**src/rtl/lsu_pkg.sv**
```systemverilog
// Shared types for the load/store unit.
// Size encodings, FSM states and a byte-count helper.
package lsu_pkg;

  localparam logic [1:0] SZ_B = 2'd0;
  localparam logic [1:0] SZ_H = 2'd1;
  localparam logic [1:0] SZ_W = 2'd2;
  localparam logic [1:0] SZ_X = 2'd3;

  typedef enum logic [2:0] {
    IDLE,
    REQ0,
    WAIT0,
    REQ1,
    WAIT1,
    DONE
  } state_t;

  function automatic logic [2:0] size_bytes(
    input logic [1:0] sz
  );
    case (sz)
      SZ_B:    return 3'd1;
      SZ_H:    return 3'd2;
      default: return 3'd4;
    endcase
  endfunction

endpackage

```
**src/rtl/lsu_ctrl_if.sv**
```systemverilog
// Pipeline request/response and memory beat bundles.
// Ports: lsu_req_if (master=pipeline, slave=lsu), lsu_mem_if (master=lsu, slave=memory).
interface lsu_req_if #(
  parameter int ADDR_W = 32
);
  logic              req_valid;
  logic              req_ready;
  logic              req_we;
  logic [1:0]        req_size;
  logic              req_unsign;
  logic [ADDR_W-1:0] req_addr;
  logic [31:0]       req_wdata;
  logic              resp_valid;
  logic [31:0]       resp_rdata;
  logic              resp_err;

  modport master (
    output req_valid, req_we, req_size,
    output req_unsign, req_addr, req_wdata,
    input  req_ready, resp_valid,
    input  resp_rdata, resp_err
  );

  modport slave (
    input  req_valid, req_we, req_size,
    input  req_unsign, req_addr, req_wdata,
    output req_ready, resp_valid,
    output resp_rdata, resp_err
  );
endinterface

interface lsu_mem_if #(
  parameter int ADDR_W = 32
);
  logic              mem_req_valid;
  logic              mem_req_ready;
  logic              mem_we;
  logic [ADDR_W-1:0] mem_addr;
  logic [3:0]        mem_mask;
  logic [31:0]       mem_wdata;
  logic              mem_rsp_valid;
  logic [31:0]       mem_rdata;

  modport master (
    output mem_req_valid, mem_we, mem_addr,
    output mem_mask, mem_wdata,
    input  mem_req_ready, mem_rsp_valid,
    input  mem_rdata
  );

  modport slave (
    input  mem_req_valid, mem_we, mem_addr,
    input  mem_mask, mem_wdata,
    output mem_req_ready, mem_rsp_valid,
    output mem_rdata
  );
endinterface

```
**src/rtl/lsu_align.sv**
```systemverilog
// Byte-lane math: 8-bit span mask, shifted store data, extended load.
// Ports: off/size/unsign/rbuf/wdata in; m8/w64/rdata out.
module lsu_align
  import lsu_pkg::*;
(
  input  logic [1:0]  off,
  input  logic [1:0]  size,
  input  logic        unsign,
  input  logic [63:0] rbuf,
  input  logic [31:0] wdata,
  output logic [7:0]  m8,
  output logic [63:0] w64,
  output logic [31:0] rdata
);

  logic [7:0]  ones;
  logic [31:0] sh;

  always_comb begin
    ones  = 8'((9'd1 << size_bytes(size)) - 9'd1);
    m8    = ones << off;
    w64   = {32'b0, wdata} << {off, 3'b000};
    sh    = 32'(rbuf >> {off, 3'b000});
    rdata = sh;
    case (size)
      SZ_B: rdata = unsign ? {24'b0, sh[7:0]}
                           : {{24{sh[7]}}, sh[7:0]};
      SZ_H: rdata = unsign ? {16'b0, sh[15:0]}
                           : {{16{sh[15]}}, sh[15:0]};
      default: ;
    endcase
  end

endmodule

```
**src/rtl/lsu_ctrl.sv**
```systemverilog
// Load/store sequencer: one or two memory beats per access.
// Ports: clk, rst, req (lsu_req_if.slave), mem (lsu_mem_if.master).
module lsu_ctrl
  import lsu_pkg::*;
#(
  parameter int ADDR_W = 32
) (
  input  logic       clk,
  input  logic       rst,
  lsu_req_if.slave   req,
  lsu_mem_if.master  mem
);

  state_t            state, state_nx;
  logic              r_we;
  logic [1:0]        r_size;
  logic              r_uns;
  logic [1:0]        r_off;
  logic [ADDR_W-3:0] r_word;
  logic [ADDR_W-3:0] word1;
  logic [31:0]       r_wdata;
  logic              r_err;
  logic [63:0]       rbuf;
  logic [7:0]        m8;
  logic [63:0]       w64;
  logic [31:0]       ld;

  assign word1 = r_word + (ADDR_W-2)'(1);

  lsu_align u_align (
    .off    (r_off),
    .size   (r_size),
    .unsign (r_uns),
    .rbuf   (rbuf),
    .wdata  (r_wdata),
    .m8     (m8),
    .w64    (w64),
    .rdata  (ld)
  );

  always_ff @(posedge clk) begin
    if (rst) begin
      state   <= IDLE;
      r_we    <= 1'b0;
      r_size  <= SZ_B;
      r_uns   <= 1'b0;
      r_off   <= 2'b0;
      r_word  <= '0;
      r_wdata <= '0;
      r_err   <= 1'b0;
      rbuf    <= '0;
    end else begin
      state <= state_nx;
      if (state == IDLE && req.req_valid) begin
        r_we    <= req.req_we;
        r_size  <= req.req_size;
        r_uns   <= req.req_unsign;
        r_off   <= req.req_addr[1:0];
        r_word  <= req.req_addr[ADDR_W-1:2];
        r_wdata <= req.req_wdata;
        r_err   <= (req.req_size == SZ_X);
      end
      if (state == WAIT0 && mem.mem_rsp_valid)
        rbuf[31:0] <= mem.mem_rdata;
      if (state == WAIT1 && mem.mem_rsp_valid)
        rbuf[63:32] <= mem.mem_rdata;
    end
  end

  always_comb begin
    state_nx          = state;
    req.req_ready     = 1'b0;
    req.resp_valid    = 1'b0;
    req.resp_rdata    = '0;
    req.resp_err      = 1'b0;
    mem.mem_req_valid = 1'b0;
    mem.mem_we        = 1'b0;
    mem.mem_addr      = '0;
    mem.mem_mask      = '0;
    mem.mem_wdata     = '0;
    unique case (state)
      IDLE: begin
        req.req_ready = 1'b1;
        if (req.req_valid)
          state_nx = (req.req_size == SZ_X) ? DONE : REQ0;
      end
      REQ0: begin
        mem.mem_req_valid = 1'b1;
        mem.mem_we        = r_we;
        mem.mem_addr      = {r_word, 2'b00};
        mem.mem_mask      = m8[3:0];
        mem.mem_wdata     = w64[31:0];
        if (mem.mem_req_ready)
          state_nx = WAIT0;
      end
      WAIT0: begin
        // Upper mask nibble non-zero means the access spills into the next word.
        if (mem.mem_rsp_valid)
          state_nx = (m8[7:4] != 4'b0) ? REQ1 : DONE;
      end
      REQ1: begin
        mem.mem_req_valid = 1'b1;
        mem.mem_we        = r_we;
        mem.mem_addr      = {word1, 2'b00};
        mem.mem_mask      = m8[7:4];
        mem.mem_wdata     = w64[63:32];
        if (mem.mem_req_ready)
          state_nx = WAIT1;
      end
      WAIT1: begin
        if (mem.mem_rsp_valid)
          state_nx = DONE;
      end
      DONE: begin
        req.resp_valid = 1'b1;
        req.resp_err   = r_err;
        req.resp_rdata = (r_we || r_err) ? 32'b0 : ld;
        state_nx       = IDLE;
      end
      default: state_nx = IDLE;
    endcase
  end

endmodule
```
**src/flat_wrapper.sv**
```systemverilog
// flat-port wrapper written by rule: the top's interface ports become plain ports
module lsu_ctrl_flat import lsu_pkg::*;
#(
  parameter int ADDR_W = 32
)
  (clk, rst, req_req_valid, req_req_we, req_req_size, req_req_unsign, req_req_addr, req_req_wdata, req_req_ready, req_resp_valid, req_resp_rdata, req_resp_err, mem_mem_req_valid, mem_mem_we, mem_mem_addr, mem_mem_mask, mem_mem_wdata, mem_mem_req_ready, mem_mem_rsp_valid, mem_mem_rdata);
  lsu_req_if #(.ADDR_W(ADDR_W)) req_i ();
  lsu_mem_if #(.ADDR_W(ADDR_W)) mem_i ();
  input  logic clk;
  input  logic rst;
  input wire logic [$bits(req_i.req_valid)-1:0] req_req_valid;
  input wire logic [$bits(req_i.req_we)-1:0] req_req_we;
  input wire logic [$bits(req_i.req_size)-1:0] req_req_size;
  input wire logic [$bits(req_i.req_unsign)-1:0] req_req_unsign;
  input wire logic [$bits(req_i.req_addr)-1:0] req_req_addr;
  input wire logic [$bits(req_i.req_wdata)-1:0] req_req_wdata;
  output wire logic [$bits(req_i.req_ready)-1:0] req_req_ready;
  output wire logic [$bits(req_i.resp_valid)-1:0] req_resp_valid;
  output wire logic [$bits(req_i.resp_rdata)-1:0] req_resp_rdata;
  output wire logic [$bits(req_i.resp_err)-1:0] req_resp_err;
  output wire logic [$bits(mem_i.mem_req_valid)-1:0] mem_mem_req_valid;
  output wire logic [$bits(mem_i.mem_we)-1:0] mem_mem_we;
  output wire logic [$bits(mem_i.mem_addr)-1:0] mem_mem_addr;
  output wire logic [$bits(mem_i.mem_mask)-1:0] mem_mem_mask;
  output wire logic [$bits(mem_i.mem_wdata)-1:0] mem_mem_wdata;
  input wire logic [$bits(mem_i.mem_req_ready)-1:0] mem_mem_req_ready;
  input wire logic [$bits(mem_i.mem_rsp_valid)-1:0] mem_mem_rsp_valid;
  input wire logic [$bits(mem_i.mem_rdata)-1:0] mem_mem_rdata;
  assign req_i.req_valid = req_req_valid;
  assign req_i.req_we = req_req_we;
  assign req_i.req_size = req_req_size;
  assign req_i.req_unsign = req_req_unsign;
  assign req_i.req_addr = req_req_addr;
  assign req_i.req_wdata = req_req_wdata;
  assign req_req_ready = req_i.req_ready;
  assign req_resp_valid = req_i.resp_valid;
  assign req_resp_rdata = req_i.resp_rdata;
  assign req_resp_err = req_i.resp_err;
  assign mem_mem_req_valid = mem_i.mem_req_valid;
  assign mem_mem_we = mem_i.mem_we;
  assign mem_mem_addr = mem_i.mem_addr;
  assign mem_mem_mask = mem_i.mem_mask;
  assign mem_mem_wdata = mem_i.mem_wdata;
  assign mem_i.mem_req_ready = mem_mem_req_ready;
  assign mem_i.mem_rsp_valid = mem_mem_rsp_valid;
  assign mem_i.mem_rdata = mem_mem_rdata;
  lsu_ctrl #(.ADDR_W(ADDR_W)) u_core (.clk(clk), .rst(rst), .req(req_i), .mem(mem_i));
endmodule
```
**config.mk**
```make
export PLATFORM = sky130hd
export DESIGN_NAME = lsu_ctrl_flat
export DESIGN_NICKNAME = d
export VERILOG_FILES = /design/src/rtl/lsu_pkg.sv /design/src/rtl/lsu_ctrl_if.sv /design/src/rtl/lsu_align.sv /design/src/rtl/lsu_ctrl.sv /design/src/flat_wrapper.sv
export SDC_FILE = /design/constraint.sdc
export NUM_CORES = 1
export LEC_CHECK = 0
export ABC_AREA = 1
export CAP_MARGIN = 40
export CORE_MARGIN = 5
export CORE_UTILIZATION = 52
export DETAILED_ROUTE_END_ITERATION = 7
export GPL_ROUTABILITY_DRIVEN = 0
export PLACE_DENSITY = 0.85
export SYNTH_ARGS = -nofsm -noshare
export SYNTH_HDL_FRONTEND = slang
export SYNTH_SLANG_ARGS = --single-unit
```
**constraint.sdc**
```tcl
create_clock -name clk -period 7.6 [get_ports clk]
set_clock_uncertainty 0.2 [all_clocks]
set_input_delay 2.28 -clock clk [delete_from_list [all_inputs] [get_ports clk]]
set_output_delay 2.28 -clock clk [all_outputs]
set_load 0.1 [all_outputs]
```
==> metrics.md <==
| Metric | Value |
|---|---|
| DR iter-0 viols | `1613` |
| Post-DRT Antenna Nets | `0` |
| Clock buffer depth | `2` |
| Final worst-path cycle share | `82.8%` |
| Gates resized, CTS repair | `0` |
| VDD IR max | `548 uV` |
| Main area contributors after synthesis | `dfxtp_1 33%, o21ai_0 14%, a21oi_1 11%` |
| Die ar. | `0.0173 mm^2` |
| CTS buffer count | `17` |
| Fraction of layout cells with a size suffix above 1 | `13.7%` |
| Worst-Margin Slew | `974 ps` |
| PwrDens | `393 mW/mm^2` |
| Drc violations | `0` |
| Crit-path max FO | `46` |
| Number of setup violations in the final report | `0` |
| EDFF count, synth | `0` |
| Mean number of vias per cell | `6.13` |
| Yosys cell types | `43` |
| Yosys warns | `0` |
| Slew headroom | `35.1%` |
| Clock transition at path regs | `50 ps` |
| Setup Fix Bufs, Post-CTS | `0` |
| Highest metal used | `met4` |
| Die Y | `132 um` |
| Initial cell density of the core | `53.0%` |
| Dpl hpwl | `22600 um` |
| Cts-stage hold buffer count | `0` |
| Fraction of registers with async set/reset | `0%` |
| Clk sink count | `128` |
| Ports | `210` |
| WL met3 | `3680 um` |
| Routed length on met2 | `15300 um` |
| Worst R2R Start | `u_core.r_size[1]` |
| Status | `complete, no violations` |
| Source of the critical timing path | `u_core.r_off[1]` |
| Flops & latches, synth | `128` |
| Nets | `1545` |
| Most area-hungry cell type in the Yosys netlist | `dfxtp_1` |
| DP Cell Count | `1601` |
| Largest net degree at the start of global routing | `105` |
| Area grow syn2layout | `58.3%` |
| Via count | `10009` |
| Utilization after layout | `83.8%` |
| Total global-route track usage | `36.1%` |
| Initial DRT Pass Iterations | `8` |
| Sequential fraction of the synthesis area | `33.3%` |
| Upper clock frequency limit | `159 MHz` |
| CP Data Required Time | `5120 ps` |
| Root Buffer | `clkbuf_16` |
| Setup crit end kind | `output pin` |
| Die width | `132 um` |
| CTS tree | `yes` |
| WP data arrival | `3810 ps` |
| Top_reg_cell synth | `dfxtp_1` |
| WL met1 | `11500 um` |
| Mapped Cells | `1177` |
| Pleak | `0.00444 uW` |
| Post-Syn Area | `0.00770 mm^2` |
| Tmin final | `6290 ps` |
| Core Area | `0.0145 mm^2` |
| Top-area cell type share of the netlist area | `33.3%` |
| Syn Area/Cell | `6.54 um^2` |
| CP Class | `reg -> out` |
| Hold wc startpoint | `u_core.rbuf[49]` |
| Hold_ws | `256 ps` |
| Slew Limit Fails | `0` |
| Cell Rows | `44` |
| First-pass GRT wire length | `51400 um` |
| Overflow after GRT | `0` |
| Vias in the first global route | `9663` |
| CTS H-tree depth | `4` |
| Max_cap viols | `0` |
| Initial antenna violation count | `1` |
| Worst min path class | `reg -> reg` |
| IO buf count | `207` |
| Startpoint types | `register` |
| TNS Setup | `0 ps` |
| Final Instance Count excl. Fillers | `1634` |
| Most common cell after layout, fill and taps aside | `o21ai_0` |
| Total Power | `4780 uW` |
| Final hold viol count | `0` |
| Unrepaired setup endpoints after global routing | `no` |
| Worst-Skew Late Latency | `430 ps` |
| WL/cell | `20.0 um` |
| Final WL | `32600 um` |
| Most frequent cells in the layout | `210 x o21ai_0, 207 x clkdlybuf4s50_1, 181 x nand2_1` |
-- final timing paths --
path | depth (start not counted) | end | slack (ps)
worst min register to register | 2 | u_core.rbuf[49] | 260
worst max-delay path | 8 | req_resp_rdata[8] | 1310
worst max register to register | 15 | u_core.state[1] | 4500
worst min-delay path | 2 | u_core.rbuf[49] | 260
-- synthesized netlist by cell type, types with 6 or more instances --
master,n
or2_2,7
buf_2,28
nand4_1,13
inv_2,9
nor3_1,15
a22oi_1,9
nand2_2,6
o21ai_0,210
o221ai_1,18
a21oi_2,11
nor2_1,49
nand2_1,182
o22ai_1,13
inv_1,150
clkbuf_1,39
a21oi_1,174
o211ai_1,6
dfxtp_1,128
nand3_1,49
-- worst max-delay path: stages (launching register included) --
cell and delay [ps]:
dfxtp_2 440, buf_12 230, inv_8 240, nand2_1 420, o221ai_2 350, nand4_1 520, a21oi_1 340, clkdlybuf4s50_1 610
buf_8 220
-- cells by family (layout without fill, tap and decap cells) --
group                      Yosys count  after routing  share of synthesized area, %
DFF                                128            128                          33.3
adders and majority gates            4              4                         0.650
buffers and inverters              240            511                          12.9
and+or+nand+nor                    342            342                          20.1
other                                1              3                        0.0487
AOI/OAI and AO/OA                  457            457                          32.5
xor gates and xnor gates             5              5                         0.569
-- power breakdown --
group / switching, uW / leakage (uW) / internal, uW
registers: 165 / 0.00105 / 863
logic: 1930 / 0.00306 / 867
clock network: 314 / 0.000334 / 650
-- sequential cells by signal (all words and copies together) (netlist names) --
register and flops:
u_core.r_we 1, u_core.r_wdata 32, u_core.r_size 2, u_core.state 3, u_core.r_off 2, u_core.r_word 30, u_core.rbuf 56, u_core.r_err 1
u_core.r_uns 1
-- stage by stage --
| stage | area [um^2] | worst slack (ps) |
|---|---|---|
| 2_1_floorplan | 7700 | 1660 |
| 3_3_place_gp | 9680 | 1650 |
| 3_5_place_dp | 11500 | 2050 |
| 4_1_cts | 12200 | 1550 |
| 5_1_grt | 12200 | 1280 |
| 6_report | 12200 | 1310 |
-- final cells by class --
| class | instances | area, um^2 |
|---|---|---|
| Antenna cell | 1 | 2.50 |
| Clock buffer | 23 | 488 |
| Clock inverter | 9 | 201 |
| Fill cell | 839 | 2350 |
| Inverter | 160 | 608 |
| Multi-Input combinational cell | 810 | 4160 |
| Sequential cell | 128 | 2560 |
| Tap cell | 184 | 230 |
| Timing Repair Buffer | 319 | 3940 |
-- per-layer routing --
metal  track usage (%)  vias to the layer above
met5                 0                        -
met4              21.1                        0
met3              8.94                      210
met2              59.7                      808
met1              42.5                     4500
li1                  -                     4491
Power figures use the tool's default switching activity.
